<file path="config.mk">
export PLATFORM = sky130hd
export DESIGN_NAME = prog_loader_flat
export DESIGN_NICKNAME = d
export VERILOG_FILES = /design/src/rtl/prog_loader_if.sv /design/src/rtl/prog_loader.sv /design/src/flat_wrapper.sv
export SDC_FILE = /design/constraint.sdc
export NUM_CORES = 1
export LEC_CHECK = 0
export ABC_AREA = 1
export CAP_MARGIN = 10
export CORE_ASPECT_RATIO = 1.75
export CORE_MARGIN = 10
export CORE_UTILIZATION = 40
export CTS_CLUSTER_SIZE = 30
export DETAILED_ROUTE_END_ITERATION = 6
export GPL_ROUTABILITY_DRIVEN = 0
export MAX_ROUTING_LAYER = met4
export PLACE_DENSITY_LB_ADDON = 0.05
export SKIP_LAST_GASP = 1
export SLEW_MARGIN = 20
export SYNTH_ARGS = -nofsm -noshare
export SYNTH_HDL_FRONTEND = slang
export SYNTH_SLANG_ARGS = --single-unit
</file>
<file path="constraint.sdc">
create_clock -name clk -period 1.5 [get_ports clk]
set_input_delay 0.15 -clock clk [delete_from_list [all_inputs] [get_ports clk]]
set_output_delay 0.15 -clock clk [all_outputs]
set_load 0.01 [all_outputs]
</file>
<file path="src/rtl/prog_loader_if.sv">
// Program-memory write port and loader status, plus the serial line feeding the loader.
// master = the loader (drives memory/status), slave = memory/CPU side (drives rx).
interface prog_loader_if;
    logic       rx;
    logic       wr_en;
    logic [7:0] wr_addr;
    logic [7:0] wr_data;
    logic       cpu_hold;
    logic       load_done;
    logic       load_err;

    // wr_en is a single-cycle strobe with no ready: the 10-bit-time byte spacing
    // guarantees memory can always accept, so there is no backpressure path.
    modport master (
        input  rx,
        output wr_en, wr_addr, wr_data, cpu_hold, load_done, load_err
    );

    modport slave (
        output rx,
        input  wr_en, wr_addr, wr_data, cpu_hold, load_done, load_err
    );
endinterface

</file>
<file path="src/rtl/prog_loader.sv">
// Serial program loader: 8N1 UART receiver feeding a frame parser that writes
// HEADER/LEN/data/CSUM frames into program memory and holds the CPU while loading.
module prog_loader #(
    parameter int         CLKS_PER_BIT = 16,
    parameter logic [7:0] HEADER       = 8'hA5
) (
    input  logic              clk,
    input  logic              rst_n,
    prog_loader_if.master     bus,
    output logic [1:0]        ld_state_o,
    output logic [2:0]        rx_state_o
);

    localparam int CW = $clog2(CLKS_PER_BIT);
    localparam logic [CW-1:0] HALF_M1 = CW'(CLKS_PER_BIT / 2 - 1);
    localparam logic [CW-1:0] BIT_M1  = CW'(CLKS_PER_BIT - 1);

    typedef enum logic [2:0] {
        RX_IDLE  = 3'd0,
        RX_START = 3'd1,
        RX_DATA  = 3'd2,
        RX_STOP  = 3'd3,
        RX_WAIT  = 3'd4
    } rx_state_e;

    typedef enum logic [1:0] {
        L_IDLE = 2'd0,
        L_LEN  = 2'd1,
        L_DATA = 2'd2,
        L_CSUM = 2'd3
    } ld_state_e;

    logic          rx_meta_q, rx_sync_q;
    rx_state_e     rx_state_q;
    logic [CW-1:0] bit_cnt_q;
    logic [2:0]    bit_idx_q;
    logic [7:0]    shift_q;

    logic          stop_tick, byte_valid, frame_err;

    ld_state_e     ld_state_q;
    logic [8:0]    remain_q;
    logic [7:0]    sum_q;
    logic          wr_en_q;
    logic [7:0]    wr_addr_q, wr_data_q;
    logic          hold_q, done_q, err_q;

    // Receiver: counter restarts at every sample point so all samples land mid-bit.
    always_ff @(posedge clk or negedge rst_n) begin
        if (!rst_n) begin
            rx_meta_q  <= 1'b1;
            rx_sync_q  <= 1'b1;
            rx_state_q <= RX_IDLE;
            bit_cnt_q  <= '0;
            bit_idx_q  <= '0;
            shift_q    <= '0;
        end else begin
            rx_meta_q <= bus.rx;
            rx_sync_q <= rx_meta_q;
            case (rx_state_q)
                RX_IDLE: begin
                    if (!rx_sync_q) begin
                        rx_state_q <= RX_START;
                        bit_cnt_q  <= '0;
                    end
                end
                RX_START: begin
                    if (bit_cnt_q == HALF_M1) begin
                        bit_cnt_q  <= '0;
                        bit_idx_q  <= '0;
                        rx_state_q <= rx_sync_q ? RX_IDLE : RX_DATA;
                    end else begin
                        bit_cnt_q <= bit_cnt_q + CW'(1);
                    end
                end
                RX_DATA: begin
                    if (bit_cnt_q == BIT_M1) begin
                        bit_cnt_q <= '0;
                        shift_q   <= {rx_sync_q, shift_q[7:1]};
                        bit_idx_q <= bit_idx_q + 3'd1;
                        if (bit_idx_q == 3'd7) begin
                            rx_state_q <= RX_STOP;
                        end
                    end else begin
                        bit_cnt_q <= bit_cnt_q + CW'(1);
                    end
                end
                RX_STOP: begin
                    if (bit_cnt_q == BIT_M1) begin
                        bit_cnt_q  <= '0;
                        rx_state_q <= rx_sync_q ? RX_IDLE : RX_WAIT;
                    end else begin
                        bit_cnt_q <= bit_cnt_q + CW'(1);
                    end
                end
                RX_WAIT: begin
                    if (rx_sync_q) begin
                        rx_state_q <= RX_IDLE;
                    end
                end
                default: rx_state_q <= RX_IDLE;
            endcase
        end
    end

    assign stop_tick  = (rx_state_q == RX_STOP) && (bit_cnt_q == BIT_M1);
    assign byte_valid = stop_tick && rx_sync_q;
    assign frame_err  = stop_tick && !rx_sync_q;

    // Frame parser: acts on the edge after byte_valid/frame_err.
    always_ff @(posedge clk or negedge rst_n) begin
        if (!rst_n) begin
            ld_state_q <= L_IDLE;
            remain_q   <= '0;
            sum_q      <= '0;
            wr_en_q    <= 1'b0;
            wr_addr_q  <= '0;
            wr_data_q  <= '0;
            hold_q     <= 1'b0;
            done_q     <= 1'b0;
            err_q      <= 1'b0;
        end else begin
            wr_en_q <= 1'b0;
            if (wr_en_q) begin
                wr_addr_q <= wr_addr_q + 8'd1;
            end
            if (frame_err) begin
                if (ld_state_q != L_IDLE) begin
                    err_q      <= 1'b1;
                    ld_state_q <= L_IDLE;
                end
            end else if (byte_valid) begin
                case (ld_state_q)
                    L_IDLE: begin
                        if (shift_q == HEADER) begin
                            ld_state_q <= L_LEN;
                            hold_q     <= 1'b1;
                            done_q     <= 1'b0;
                            err_q      <= 1'b0;
                            wr_addr_q  <= '0;
                            sum_q      <= '0;
                        end
                    end
                    L_LEN: begin
                        remain_q   <= (shift_q == 8'd0) ? 9'd256 : {1'b0, shift_q};
                        ld_state_q <= L_DATA;
                    end
                    L_DATA: begin
                        wr_data_q <= shift_q;
                        wr_en_q   <= 1'b1;
                        sum_q     <= sum_q + shift_q;
                        remain_q  <= remain_q - 9'd1;
                        if (remain_q == 9'd1) begin
                            ld_state_q <= L_CSUM;
                        end
                    end
                    L_CSUM: begin
                        if (shift_q == sum_q) begin
                            done_q <= 1'b1;
                            hold_q <= 1'b0;
                        end else begin
                            err_q <= 1'b1;
                        end
                        ld_state_q <= L_IDLE;
                    end
                    default: ld_state_q <= L_IDLE;
                endcase
            end
        end
    end

    assign bus.wr_en     = wr_en_q;
    assign bus.wr_addr   = wr_addr_q;
    assign bus.wr_data   = wr_data_q;
    assign bus.cpu_hold  = hold_q;
    assign bus.load_done = done_q;
    assign bus.load_err  = err_q;
    assign ld_state_o    = ld_state_q;
    assign rx_state_o    = rx_state_q;

endmodule

</file>
<file path="src/flat_wrapper.sv">
// flat-port wrapper written by rule: the top's interface ports become plain ports
module prog_loader_flat 
#(
    parameter int         CLKS_PER_BIT = 16,
    parameter logic [7:0] HEADER       = 8'hA5
)
  (clk, rst_n, ld_state_o, rx_state_o, bus_rx, bus_wr_en, bus_wr_addr, bus_wr_data, bus_cpu_hold, bus_load_done, bus_load_err);
  prog_loader_if bus_i ();
  input  logic clk;
  input  logic rst_n;
  output logic [1:0] ld_state_o;
  output logic [2:0] rx_state_o;
  input wire logic [$bits(bus_i.rx)-1:0] bus_rx;
  output wire logic [$bits(bus_i.wr_en)-1:0] bus_wr_en;
  output wire logic [$bits(bus_i.wr_addr)-1:0] bus_wr_addr;
  output wire logic [$bits(bus_i.wr_data)-1:0] bus_wr_data;
  output wire logic [$bits(bus_i.cpu_hold)-1:0] bus_cpu_hold;
  output wire logic [$bits(bus_i.load_done)-1:0] bus_load_done;
  output wire logic [$bits(bus_i.load_err)-1:0] bus_load_err;
  assign bus_i.rx = bus_rx;
  assign bus_wr_en = bus_i.wr_en;
  assign bus_wr_addr = bus_i.wr_addr;
  assign bus_wr_data = bus_i.wr_data;
  assign bus_cpu_hold = bus_i.cpu_hold;
  assign bus_load_done = bus_i.load_done;
  assign bus_load_err = bus_i.load_err;
  prog_loader #(.CLKS_PER_BIT(CLKS_PER_BIT), .HEADER(HEADER)) u_core (.clk(clk), .rst_n(rst_n), .bus(bus_i), .ld_state_o(ld_state_o), .rx_state_o(rx_state_o));
endmodule
</file>
==> metrics list <==
* Start point of the worst hold path: bus_rx
- The longest clock path from root to sink contains 2 buffers.
- Synthesized flop and latch total: 59
- Data arrives at the worst endpoint at 1.74 ns.
- Synthesized net count: 463
- Combinational power share: 16.4%
- The internal portion of the total power is 3.06 mW.
* Crit path required time: 1.71 ns
* P_sw: 1.18 mW
* RSZ-0062 raised after global routing: yes
- In this run the clock root is driven by a clkbuf_16.
- Among all flip-flop cells after synthesis, the most frequent one is dfrtp_1.
- Via total after detailed routing: 3172
- Summing the sequential cell areas from Yosys gives 43.2% of the chip area.
- Entering global routing, the biggest net connects 60 pins.
- H-Tree Level Count: 3
- The average instance in the mapped netlist occupies 7.73 sq um.
* Num ports: 28
- Across every metal layer, demand over resource in global routing totals 14.5%.
- Counting flops with a built-in enable in the synthesized netlist gives 0.
- Max incr delay on CP: 0.35 ns
- During placement, the flow inserted port buffers numbering 27.
- The via count of the first global-routing pass came to 3046.
- Once detailed placement completed, the half-perimeter wirelength came to 6610 um.
- Initial antenna violation count: 0
- Post-layout utilization of the core: 58.4%
- Headroom to the max-slew limit came out at 78.1%.
- Share of final-layout standard cells stronger than drive strength 1: 28.0%
* Startpoint type of the worst setup path: flop
- Setup ws final: -0.0278 ns
- Global-route wire length before repair: 14500 um
* CTS Sinks: 59
* Violated checks: setup timing
- Setup violations remaining at the end of the flow were counted as 20.
- The detailed router finished its first iteration with 113 violations.
- The clock reaches the later pin of the worst-skew pair after 0.33 ns.
* Classification of the worst-slack hold path: input pin to flop
* Die span in y: 142 um
* Launch point of the worst reg-to-reg path: u_core.bit_cnt_q[1]
- Fraction of registers with async set/reset: 100%
- Post-layout min period: 1.53 ns
- After detailed placement, the design holds a cell count of 622.
* Starting Density: 41.2%
- The first detailed-routing pass ran for 6 iterations.
* P&R area growth vs syn: 41.9%
* Final-stage net count: 549
- Part of the power in registers: 40.1%
- Number of buffers added by the clock tree synthesis step: 9
- In this run, the clock network consumes 43.5% of the power.
- Worst Clk Skew: 0.00644 ns
- The critical path in this run is classified as flop to flop.
- The worst setup path is captured at a flop.
- Sw frac: 27.7%
* Slew @ Worst Pin: 0.329 ns
- Among all stages on the critical path, the largest delay is contributed by dfrtp_1.
- Floorplan core area: 8310 sq um
* Vias per Instance: 4.90
- For this run, the number of standard cells in the final layout without fillers is 648.
- Leakage power summed over all cells: 2.38 nW
* Max Fclk: 655 MHz
- The critical path starts at u_core.bit_cnt_q[1].
- Remaining global-route overflow: 0
* Antenna Nets Post-Route: 0
- Final Max Slew Viols: 0
- The Yosys step of the flow raised 0 warnings.
* Status: finished with violations
- In this run the power density over the cells is 873 nW/um^2.
- Cell Chain, Critical Path: ha_2, nand2_2, nor2_4, nand3_4, nor2_4, buf_4, buf_4, a21oi_2
- Clock edge transition at the registers on the reported setup and hold paths: 0.05 ns
- Synthesis produced 443 cells.
* Die width: 89.9 um
- Max-capacitance violation count: 0
- DRC violation count after routing: 0
- Wire length per cell after detailed routing: 14.1 um
- The floorplan step defined a die boundary enclosing 12800 sq um.
- Dividing the final minimum period by the clock period gives 102%.
* Count of different cell masters after synthesis: 35
- Mapped Area: 3420 sq um
* Site Rows: 44
* Clock tree from TritonCTS: yes
* Sum of routed wire length over all layers: 9140 um
- 0 antenna diodes ended up in the layout.
- Along the worst path, the maximum fanout reaches 6.
- Worst vdd rail ir drop: 0.625 mV
* Hold violation total from the final report: 0
## cells in the mapped netlist, types with 2 or more instances
library cell | instances | share of area, %
nor3_1 | 4 | 0.58
ha_1 | 16 | 5.8
nor2_1 | 34 | 3.7
inv_1 | 53 | 5.8
nand3_1 | 26 | 3.8
nand4_1 | 8 | 1.5
buf_6 | 2 | 0.66
buf_2 | 3 | 0.44
xor2_1 | 3 | 0.77
o21ai_2 | 8 | 2.0
dfstp_2 | 2 | 1.5
xnor2_1 | 2 | 0.51
nand2_2 | 5 | 0.91
nand2_1 | 145 | 16
a21oi_1 | 10 | 1.5
a21oi_2 | 3 | 0.77
inv_2 | 2 | 0.22
o21ai_0 | 35 | 5.1
and3_1 | 2 | 0.37
dfrtp_1 | 57 | 42
nor2_2 | 4 | 0.73
nand2_4 | 4 | 1.3
nor2_4 | 2 | 0.66
nand3_2 | 2 | 0.58
## kinds of logic after synthesis
family / count (synthesis) / share of synthesized area (%)
AO/OA/AOI/OAI: 61 / 10.6
XOR/XNOR: 5 / 1.28
adder cells (fa/ha/maj): 17 / 6.43
buffers and inverters: 61 / 7.24
flip-flops: 59 / 43.2
AND/OR/NAND/NOR: 240 / 31.2
## flip-flops by register name, indices dropped and copies added (netlist names), 2 cells and up
name	cells
u_core.bus.wr_data	8
u_core.ld_state_o	2
u_core.rx_state_o	3
u_core.sum_q	8
u_core.remain_q	9
u_core.bit_cnt_q	4
u_core.bus.wr_addr	8
u_core.bit_idx_q	3
u_core.shift_q	8
## timing repair
item | CTS | global route
cloned | 0 | 3
buffers inserted | 2 | 5
hold buffers | 1 | 0
setup endpoints to repair | 29 | 54
hold endpoints to repair | 57 | 0
pin swaps | 5 | 12
gates resized for setup | 19 | 65
## stage by stage
step	TNS (ns)	cell area [sq um]	hold slack, ns	setup WS [ns]	power, mW
floorplan	-0.0245	3440	-0.146	-0.0245	2.07
global route	-4.94	4860	0.234	-0.153	4.45
finish	-0.233	4860	0.235	-0.0278	4.24
global placement	-0.495	4170	0.183	-0.100	2.34
CTS	-0.286	4520	0.231	-0.0419	4.21
detailed placement	-0.810	4170	0.184	-0.103	2.36
## placed cells by master, fill, tap and decap left out, types with 4 or more instances in the layout
master	Yosys	final
a21oi_1	10	8
a21oi_2	3	4
buf_12	0	4
buf_4	0	43
clkbuf_16	0	10
clkdlybuf4s50_1	0	21
dfrtp_1	57	53
dfrtp_2	0	4
ha_1	16	8
ha_4	0	6
inv_1	53	53
nand2_1	145	127
nand2_2	5	14
nand2_4	4	12
nand3_1	26	23
nand4_1	8	8
nor2_1	34	26
nor2_2	4	8
nor2_4	2	6
nor3_1	4	4
o21ai_0	35	29
o21ai_1	0	4
o21ai_2	8	10
## power groups by stage
stage	logic, mW	clock network (mW)	registers [mW]
2_1_floorplan	0.311	0	1.76
3_3_place_gp	0.615	0	1.72
3_5_place_dp	0.630	0	1.73
4_1_cts	0.626	1.89	1.70
5_1_grt	0.779	1.96	1.71
6_report	0.694	1.85	1.70
## per-layer routing
layer	share of wire, %	vias to the layer above	track usage, %
li1	-	1584	-
met1	39	1522	14.4
met2	55	49	25.4
met3	3.1	17	3.59
met4	2.5	0	8.00
met5	0	-	-
## layout make-up
class	instances	area [sq um]
clock inverter	3	15.0
timing repair buffer	79	738
multi-input combinational	325	2020
inverter	55	209
clock buffer	12	246
fill	746	3460
tap	115	144
sequential	59	1480
## final timing paths
| kind | slack (ns) | endpoint | cells after the start |
|---|---|---|---|
| min | 0.23 | u_core.rx_meta_q | 1 |
| max in group asynchronous | 0.85 | u_core.rx_sync_q | 3 |
| max reg2reg | -0.03 | u_core.remain_q[4] | 8 |
| min in group asynchronous | 0.36 | u_core.bit_cnt_q[3] | 3 |
| min reg2reg | 0.36 | u_core.rx_sync_q | 0 |
| max | -0.03 | u_core.remain_q[4] | 8 |
## critical path, delay by kind of cell, from the launching register on
family / cells / cell delay (ns)
compound gates: 1 / 0.04
fa+ha+maj: 1 / 0.19
buf+inv: 2 / 0.28
flops: 1 / 0.35
simple gates: 4 / 0.55
(Power assumes the default switching activity.)
